### config.mk
export PLATFORM = sky130hd
export DESIGN_NAME = mips_multicycle_core_flat
export DESIGN_NICKNAME = d
export VERILOG_FILES = /design/src/rtl/mips_multicycle_core_if.sv /design/src/rtl/mips_multicycle_core.sv /design/src/flat_wrapper.sv
export SDC_FILE = /design/constraint.sdc
export NUM_CORES = 2
export LEC_CHECK = 0
export ABC_CLOCK_PERIOD_IN_PS = 7700
export CORE_MARGIN = 5
export CORE_UTILIZATION = 45
export CTS_CLUSTER_SIZE = 16
export DETAILED_ROUTE_END_ITERATION = 16
export GPL_TIMING_DRIVEN = 0
export PLACE_DENSITY = 0.68
export SLEW_MARGIN = 25
export SYNTH_ARGS = -nofsm -noshare
export SYNTH_HDL_FRONTEND = slang
export SYNTH_SLANG_ARGS = --single-unit
### constraint.sdc
create_clock -name clk -period 7.7 [get_ports clk]
set_input_delay 1.54 -clock clk [delete_from_list [all_inputs] [get_ports clk]]
set_output_delay 1.54 -clock clk [all_outputs]
set_load 0.05 [all_outputs]
### src/rtl/mips_multicycle_core_if.sv
// Unified instruction/data memory bus with a req/ready handshake.
// The core is the master; the memory (or bench model) is the slave.
interface mips_multicycle_core_if;
  logic        mem_req;
  logic        mem_we;
  logic [31:0] mem_addr;
  logic [31:0] mem_wdata;
  logic [31:0] mem_rdata;
  logic        mem_ready;

  modport master (
    output mem_req, mem_we, mem_addr, mem_wdata,
    input  mem_rdata, mem_ready
  );

  modport slave (
    input  mem_req, mem_we, mem_addr, mem_wdata,
    output mem_rdata, mem_ready
  );
endinterface

### src/rtl/mips_multicycle_core.sv
// Multicycle MIPS32-subset core: FETCH/DECODE/EXEC/MEM/WB/TRAP over one memory port.
// Define MIPS_MMIO_EN to map PortIn/PortOut into the MMIO_BASE window.
module mips_multicycle_core #(
  parameter logic [31:0] RESET_PC      = 32'h0040_0000,
  parameter int unsigned PORT_IN_WIDTH = 8,
  parameter logic [31:0] MMIO_BASE     = 32'hFFFF_0000
) (
  input  logic                     clk,
  input  logic                     reset,
  mips_multicycle_core_if.master   mem,
  input  logic [PORT_IN_WIDTH-1:0] PortIn,
  output logic [31:0]              PortOut,
  output logic [31:0]              ALUResultOut,
  output logic                     instr_retired,
  output logic                     trap
);

  typedef enum logic [2:0] {FETCH, DECODE, EXEC, MEM, WB, TRAP} stateT;

  stateT       state;
  logic [31:0] pc, ir, regA, regB, branchTarget, mdr;
  logic [31:0] regs [32];

  logic [5:0]  opcode, funct;
  logic [4:0]  rs, rt, rd, shamt, wbDst;
  logic [31:0] immSext, immZext, aluRes, wbData;
  logic        legal, isStore, mmioHit;

  assign opcode  = ir[31:26];
  assign rs      = ir[25:21];
  assign rt      = ir[20:16];
  assign rd      = ir[15:11];
  assign shamt   = ir[10:6];
  assign funct   = ir[5:0];
  assign immSext = {{16{ir[15]}}, ir[15:0]};
  assign immZext = {16'h0000, ir[15:0]};
  assign isStore = (opcode == 6'h2B);
  assign wbDst   = (opcode == 6'h00) ? rd : rt;
  assign wbData  = (opcode == 6'h23) ? mdr : ALUResultOut;

`ifdef MIPS_MMIO_EN
  assign mmioHit = (ALUResultOut[31:16] == MMIO_BASE[31:16]);
`else
  logic unusedPortIn;
  assign unusedPortIn = ^PortIn;
  assign mmioHit      = 1'b0;
  assign PortOut      = '0;
`endif

  always_comb begin
    aluRes = '0;
    legal  = 1'b1;
    case (opcode)
      6'h00: begin
        case (funct)
          6'h20:   aluRes = regA + regB;
          6'h22:   aluRes = regA - regB;
          6'h24:   aluRes = regA & regB;
          6'h25:   aluRes = regA | regB;
          6'h27:   aluRes = ~(regA | regB);
          6'h2A:   aluRes = {31'b0, $signed(regA) < $signed(regB)};
          6'h00:   aluRes = regB << shamt;
          6'h02:   aluRes = regB >> shamt;
          6'h08:   aluRes = regA;
          default: legal = 1'b0;
        endcase
      end
      6'h08, 6'h23, 6'h2B: aluRes = regA + immSext;
      6'h0C:               aluRes = regA & immZext;
      6'h0D:               aluRes = regA | immZext;
      6'h0F:               aluRes = {ir[15:0], 16'h0000};
      6'h0A:               aluRes = {31'b0, $signed(regA) < $signed(immSext)};
      6'h04, 6'h05:        aluRes = regA - regB;
      6'h02, 6'h03:        aluRes = pc;
      default:             legal = 1'b0;
    endcase
  end

  // The MEM address lives in ALUResultOut, so address/data stay stable across waits.
  always_comb begin
    mem.mem_req   = 1'b0;
    mem.mem_we    = 1'b0;
    mem.mem_addr  = pc;
    mem.mem_wdata = regB;
    if (reset) begin
      case (state)
        FETCH: mem.mem_req = (pc[1:0] == 2'b00);
        MEM: begin
          mem.mem_req  = (ALUResultOut[1:0] == 2'b00) && !mmioHit;
          mem.mem_we   = isStore;
          mem.mem_addr = ALUResultOut;
        end
        default: mem.mem_req = 1'b0;
      endcase
    end
  end

  always_ff @(posedge clk) begin
    if (!reset) begin
      state         <= FETCH;
      pc            <= RESET_PC;
      ir            <= '0;
      regA          <= '0;
      regB          <= '0;
      branchTarget  <= '0;
      mdr           <= '0;
      ALUResultOut  <= '0;
      instr_retired <= 1'b0;
      trap          <= 1'b0;
`ifdef MIPS_MMIO_EN
      PortOut       <= '0;
`endif
      for (int unsigned i = 0; i < 32; i++) regs[i] <= '0;
    end else begin
      instr_retired <= 1'b0;
      case (state)
        FETCH: begin
          if (pc[1:0] != 2'b00) begin
            state <= TRAP;
            trap  <= 1'b1;
          end else if (mem.mem_ready) begin
            ir    <= mem.mem_rdata;
            pc    <= pc + 32'd4;
            state <= DECODE;
          end
        end
        DECODE: begin
          regA         <= regs[rs];
          regB         <= regs[rt];
          branchTarget <= pc + {immSext[29:0], 2'b00};
          state        <= EXEC;
        end
        EXEC: begin
          ALUResultOut <= aluRes;
          if (!legal) begin
            state <= TRAP;
            trap  <= 1'b1;
          end else begin
            case (opcode)
              6'h04, 6'h05: begin
                if ((regA == regB) == (opcode == 6'h04)) pc <= branchTarget;
                instr_retired <= 1'b1;
                state         <= FETCH;
              end
              6'h02, 6'h03: begin
                pc <= {pc[31:28], ir[25:0], 2'b00};
                if (opcode == 6'h03) regs[31] <= pc;
                instr_retired <= 1'b1;
                state         <= FETCH;
              end
              6'h23, 6'h2B: state <= MEM;
              6'h00: begin
                if (funct == 6'h08) begin
                  pc            <= regA;
                  instr_retired <= 1'b1;
                  state         <= FETCH;
                end else begin
                  state <= WB;
                end
              end
              default: state <= WB;
            endcase
          end
        end
        MEM: begin
          if (ALUResultOut[1:0] != 2'b00) begin
            state <= TRAP;
            trap  <= 1'b1;
          end else if (mmioHit) begin
`ifdef MIPS_MMIO_EN
            if (isStore) begin
              if (ALUResultOut == MMIO_BASE + 32'd4) PortOut <= regB;
              instr_retired <= 1'b1;
              state         <= FETCH;
            end else begin
              mdr   <= (ALUResultOut == MMIO_BASE) ? 32'(PortIn) : '0;
              state <= WB;
            end
`endif
          end else if (mem.mem_ready) begin
            if (isStore) begin
              instr_retired <= 1'b1;
              state         <= FETCH;
            end else begin
              mdr   <= mem.mem_rdata;
              state <= WB;
            end
          end
        end
        WB: begin
          if (wbDst != 5'd0) regs[wbDst] <= wbData;
          instr_retired <= 1'b1;
          state         <= FETCH;
        end
        default: trap <= 1'b1;
      endcase
    end
  end

endmodule

### src/flat_wrapper.sv
// flat-port wrapper written by rule: the top's interface ports become plain ports
module mips_multicycle_core_flat 
#(
  parameter logic [31:0] RESET_PC      = 32'h0040_0000,
  parameter int unsigned PORT_IN_WIDTH = 8,
  parameter logic [31:0] MMIO_BASE     = 32'hFFFF_0000
)
  (clk, reset, PortIn, PortOut, ALUResultOut, instr_retired, trap, mem_mem_req, mem_mem_we, mem_mem_addr, mem_mem_wdata, mem_mem_rdata, mem_mem_ready);
  mips_multicycle_core_if mem_i ();
  input  logic clk;
  input  logic reset;
  input  logic [PORT_IN_WIDTH-1:0] PortIn;
  output logic [31:0] PortOut;
  output logic [31:0] ALUResultOut;
  output logic instr_retired;
  output logic trap;
  output wire logic [$bits(mem_i.mem_req)-1:0] mem_mem_req;
  output wire logic [$bits(mem_i.mem_we)-1:0] mem_mem_we;
  output wire logic [$bits(mem_i.mem_addr)-1:0] mem_mem_addr;
  output wire logic [$bits(mem_i.mem_wdata)-1:0] mem_mem_wdata;
  input wire logic [$bits(mem_i.mem_rdata)-1:0] mem_mem_rdata;
  input wire logic [$bits(mem_i.mem_ready)-1:0] mem_mem_ready;
  assign mem_mem_req = mem_i.mem_req;
  assign mem_mem_we = mem_i.mem_we;
  assign mem_mem_addr = mem_i.mem_addr;
  assign mem_mem_wdata = mem_i.mem_wdata;
  assign mem_i.mem_rdata = mem_mem_rdata;
  assign mem_i.mem_ready = mem_mem_ready;
  mips_multicycle_core #(.RESET_PC(RESET_PC), .PORT_IN_WIDTH(PORT_IN_WIDTH), .MMIO_BASE(MMIO_BASE)) u_core (.clk(clk), .reset(reset), .mem(mem_i), .PortIn(PortIn), .PortOut(PortOut), .ALUResultOut(ALUResultOut), .instr_retired(instr_retired), .trap(trap));
endmodule
* Yosys cells after proc, flatten, opt, wreduce, memory -nomap -nowiden
Memory sizes are Yosys's and may differ from the RTL's. A register that Yosys moved wholly into a read port is not among the register bits.
Cells that the tools add are included.
** Storage, ports and cells
- Memories :: 1
- ROM bits :: 0
- Output and inout bits :: 132
- Register bits after elaboration :: 165
- Bits in writable memories :: 1024
- Latch bits :: 0
- Input port bits :: 43
- Logic and storage cells :: 148
** Memories
- u_core.regs :: depth 32, bits a word 32, rd ports 2, clocked after Yosys merged registers in 2, write ports 32, RTL line mips_multicycle_core.sv:22 : logic [31:0] regs [32];
** Operators by class
- Multipliers :: 0
- Div/mod/pow operators :: 0
- Shift operators :: 2
- Equality and inequality tests :: 38
- $add $sub $neg :: 5
- Reductions and logical operators :: 27
- Bitwise logic cells :: 10
- Muxes and demuxes :: 54
- $lt $le $gt $ge :: 2
** Operator list (count)
- 32-bit 2-to-1 mux :: 10
- 32-bit case mux with 9 select lines :: 1
- 32-bit case mux with 8 select lines :: 1
- 32-bit adder :: 3
- 32-bit case mux with 3 select lines :: 1
- 32-bit case mux with 2 select lines :: 1
- 6-bit == test, second input constant :: 8
- 6-bit by 4-bit == test with 1-bit output, second input constant :: 6
- 32-bit by 3-bit adder with 32-bit output, second input constant :: 1
- 32-bit by 16-bit AND with 32-bit output :: 1
- 32-bit AND :: 1
- 32-bit == test :: 1
- 32-bit by 16-bit less-than comparator with 1-bit output :: 1
- 32-bit less-than comparator :: 1
- 32-bit NOT :: 1
- 32-bit by 16-bit bitwise OR with 32-bit output :: 1
- 32-bit bitwise OR :: 1
- 32-bit OR reduction :: 1
- 32-bit by 5-bit << shifter with 32-bit output :: 1
- 32-bit by 5-bit >> shifter with 32-bit output :: 1
- 32-bit subtractor :: 1
- 1-bit 2-to-1 mux :: 24
- 3-bit 2-to-1 mux :: 7
- 6-bit by 2-bit == test with 1-bit output, second input constant :: 3
- 33 further kinds :: 60

* Longest topological paths before layout
- Depth after elaboration :: 9
- Gate-level depth with buffers :: 16
- Depth with buffers taken out :: 14

* Worst setup path after synthesis
Ideal clock, no wire load.
- Kind :: input to output
- From :: in reset
- To :: out mem_mem_req
- Arrival time :: 4.052 ns
- Path buffers :: 4
- Required time :: 6.160 ns
- Stages on the path :: 6
- Path slack :: 2.108 ns
- Cells stage by stage :: clkbuf_1 -> inv_1 -> clkbuf_1 -> clkbuf_1 -> buf_1 -> nor2_1
** On the way
- Cells in the longest elaborated chain, start to end :: 1
** RTL lines
- start: declaration :: RTL line flat_wrapper.sv:11 : input logic reset;
- 1-bit 2-to-1 mux :: RTL line mips_multicycle_core.sv:85 : if (reset) begin
- end: declaration :: RTL line flat_wrapper.sv:17 : output wire logic [$bits(mem_i.mem_req)-1:0] mem_mem_req;
No other way between the ends.

* Worst setup path after layout
- From :: reg u_core.ir[7]
- To :: reg u_core.ALUResultOut[31]
** On the way
- Cells in the longest elaborated chain, start to end :: 3
- Elaborated cells between the ends (all ways) :: 5
- Those cells by class :: 1 x add/sub; 2 x shift; 2 x mux
** RTL lines
- start: declaration :: RTL line mips_multicycle_core.sv:21 : logic [31:0] pc, ir, regA, regB, branchTarget, mdr;
- start signal: assignment :: RTL line mips_multicycle_core.sv:122 : ir <= mem.mem_rdata;
- branches (longest 2 deep; another with 32-bit adder)
- 32-bit case mux with 8 select lines * :: RTL line mips_multicycle_core.sv:53 : case (opcode)
- end signal: assignment :: RTL line mips_multicycle_core.sv:134 : ALUResultOut <= aluRes;
- end: declaration :: RTL line mips_multicycle_core.sv:13 : output logic [31:0] ALUResultOut,
Every way passes the cells marked *.
A chain may end at the register's enable or synchronous reset.

==> flow_summary.ini <==
[run_status]
status = finished with violations
violations = DRC

[drt]
ant_nets = 0
top_layer_used = met5
wire_per_inst_um = 37.39
route.detailed.drc = 3
first_iter_violations = 11480
met3_length_um = 49720
met1Wirelength_um = 105900
drt-total-wl_um = 335800
wl_met2_um = 147900
vias_per_cell = 6.962
firstDrtPassIters = 17
vias = 62530

[synth]
ys.flop_type = edfxtp_1
ys_warn_count = 0
syn_inst = 6294
yosysTopAreaCell = edfxtp_1
ys_top_cells_by_area = edfxtp_1 41%, mux4_2 21%, nor2_1 6.2%
ys_seq_elements = 1253
yosysSeqAreaShare_pct = 47.25
synth_edf_count = 1024
yosys.area.top_type_share_pct = 41.12
avgSynthCellArea_um2 = 11.88
ys_async_sr_fraction_pct = 0
synth_area_um2 = 74790
synth_cell_type_count = 83

[finish]
nFillCells = 14460
area_growth_pct = 13.08
fin_nets = 6914
stdcell_count = 8982
drive_above_1_share_pct = 17.12

[critical_path]
start_kind = flop
crit_required_ns = 8.37
crit_type = reg2reg
ff2ff_path_depth = 16
crit_arrival_ns = 7.67
path_max_fanout = 10
crit_path_end_kind = flop

[clocking]
clock_sinks = 1253
post_cts_resized = 0
clkSlewWorstSetupHoldPaths_ns = 0.06
cts-buffers-inserted = 137
clk_path_buf_depth = 3
clkLatencyLatePin_ns = 0.81
cts_tree = yes
htreeDepth = 4
postCtsSetupRepairBufs = 0
clockRootBuffer = clkbuf_16
hold_buffers = 0

[placement]
port_buffers = 133
gp_congestion = 1.097
dpl.cell_count = 8711
place_ws_ns = 1.174
hpwl_um = 255000

[timing]
setup_violations = 0
fin_hold_ws_ns = 0.4544
tightest_slew_ns = 1.235
setup_tns_ns = 0
min_period_over_period_pct = 90.95
skew_ns = 0.04677
slew_headroom_pct = 16.98
slew_violations = 0
maxClockFrequency_mhz = 142.8
final_hold_viol_count = 0
fin_ws_ns = 0.6972
fin_crit_ns = 7.003
rsz0062_at_grt = false

[grt]
grt_pass1_wl_um = 459800
grt_max_degree = 33
grt_pass1_vias = 60320
antenna_found_initial = 25
overflow = 0
grtUsageTotal_pct = 37.64

[pwr]
p_per_area_nw_per_um2 = 333.8
power_frac_seq_pct = 31.8
pwr-share-clk_pct = 23.7
irDropWorstVdd_mv = 0.2079
p_sw_share_pct = 44.25
power.internal_mw = 15.74
net-switching-power_mw = 12.49
total_leakage_power_nw = 27.39
combPwrFrac_pct = 44.5

[min_path]
min_path_cells = 2
hold_path_class = reg2reg

[floorplan]
io_pins = 175
die_y_um = 417.7
dieArea_um2 = 174400
die_x_um = 417.7
fp.coreArea_um2 = 165200
num_rows = 149
floorplan.initialDensity_pct = 45.28

[run]
cap_violations = 0
[synth_stat cells, types with 51 or more instances]
master,n
a211oi_1,96
a21oi_1,353
a22oi_1,51
buf_1,72
clkbuf_1,498
dfxtp_1,229
edfxtp_1,1024
ha_1,205
inv_1,149
mux2i_1,134
mux4_2,701
nand2_1,453
nand3_1,61
nor2_1,1244
nor3_1,55
o21ai_0,206
xnor2_1,97
[flip-flops by register name, summed over array words and instances (netlist names)]
signal / count
u_core.branchTarget: 32
u_core.pc: 32
u_core.ALUResultOut: 32
u_core.regs: 1024
u_core.mdr: 32
u_core.state: 3
u_core.regA: 32
u_core.ir: 32
u_core.instr_retired: 1
u_core.mem.mem_wdata: 32
u_core.trap: 1
[final cells by class]
cell class              count  area (µm²)  share of cell area [%]
flip-flops and latches   1253       35340                   41.78
repair buffers            166        2012                   2.379
well taps                2189        2739                   3.239
inverters                 150       563.0                  0.6658
clock buffers             181        3710                   4.387
clock inverters            65       726.9                  0.8596
plain buffers             614        2552                   3.018
multi-input cells        4340       36870                   43.60
diodes                     24       60.06                 0.07102
[routing by layer]
layer | vias up | GRT usage [%]
met5 | - | 0.5194
met4 | 12 | 28.02
met3 | 1407 | 13.92
met2 | 5637 | 57.28
met1 | 30960 | 43.64
li1 | 24510 | -
[per-stage QoR]
step / total power [mW] / area (µm²) / util, %
after floorplan: 15.89 / 75020 / -
after global placement: 20.70 / 79090 / 47.89
after detailed placement: 20.88 / 80030 / 48.45
after CTS: 27.43 / 84470 / 51.14
after global routing: 28.75 / 84530 / 51.17
final: 28.23 / 84570 / 51.20
[layout by cell type (no fill, tap or decap), drive strengths merged, types with 96 or more instances in the layout]
master            n
a211oi           96
nor2           1245
clkbuf          684
xnor2            97
a21oi           353
mux4            701
clkdlybuf4s50   133
dfxtp           229
o21ai           210
edfxtp         1024
buf             144
mux2i           134
inv             159
nand2           453
ha              205
[power groups by stage]
stage,clock (mW),sequential [mW],combinational [mW]
floorplan,0,8.57,7.32
global placement,0,8.99,11.7
detailed placement,0,8.99,11.9
CTS,6.64,8.85,11.9
global route,6.95,8.92,12.9
finish,6.70,8.98,12.6
[critical path, stage by stage, from the launching register on]
cell and delay (ns):
dfxtp_1 0.72, clkbuf_1 0.47, clkbuf_1 0.51, clkbuf_1 0.59, clkbuf_1 0.87, inv_1 0.16
ha_1 0.47, and3_1 0.25, nand3_1 0.10, o311ai_2 0.70, a21oi_1 0.25, o21ai_0 0.37
a311o_1 0.35, mux2i_1 0.31, o2111ai_1 0.14, a221oi_1 0.47, nor3_1 0.08
[cells by family after synthesis]
family | share of synthesized area (%)
buffers and inverters | 4.057
flip-flops | 47.25
AND/OR/NAND/NOR | 10.82
multiplexers | 23.49
AO/OA/AOI/OAI | 9.452
other | 0.005014
adder cells (fa/ha/maj) | 3.537
XOR/XNOR | 1.394
[final timing paths]
| kind | start | end | slack (ns) |
|---|---|---|---|
| setup reg to reg | u_core.ir[7]$_SDFFE_PN0P_ | u_core.ALUResultOut[31]$_SDFFE_PN0P_ | 0.70 |
| setup / recovery | u_core.ir[7]$_SDFFE_PN0P_ | u_core.ALUResultOut[31]$_SDFFE_PN0P_ | 0.70 |
| hold reg to reg | u_core.branchTarget[20]$_SDFFE_PN0P_ | u_core.branchTarget[20]$_SDFFE_PN0P_ | 0.45 |
| hold / removal | u_core.branchTarget[20]$_SDFFE_PN0P_ | u_core.branchTarget[20]$_SDFFE_PN0P_ | 0.45 |
(Power assumes the default switching activity.)
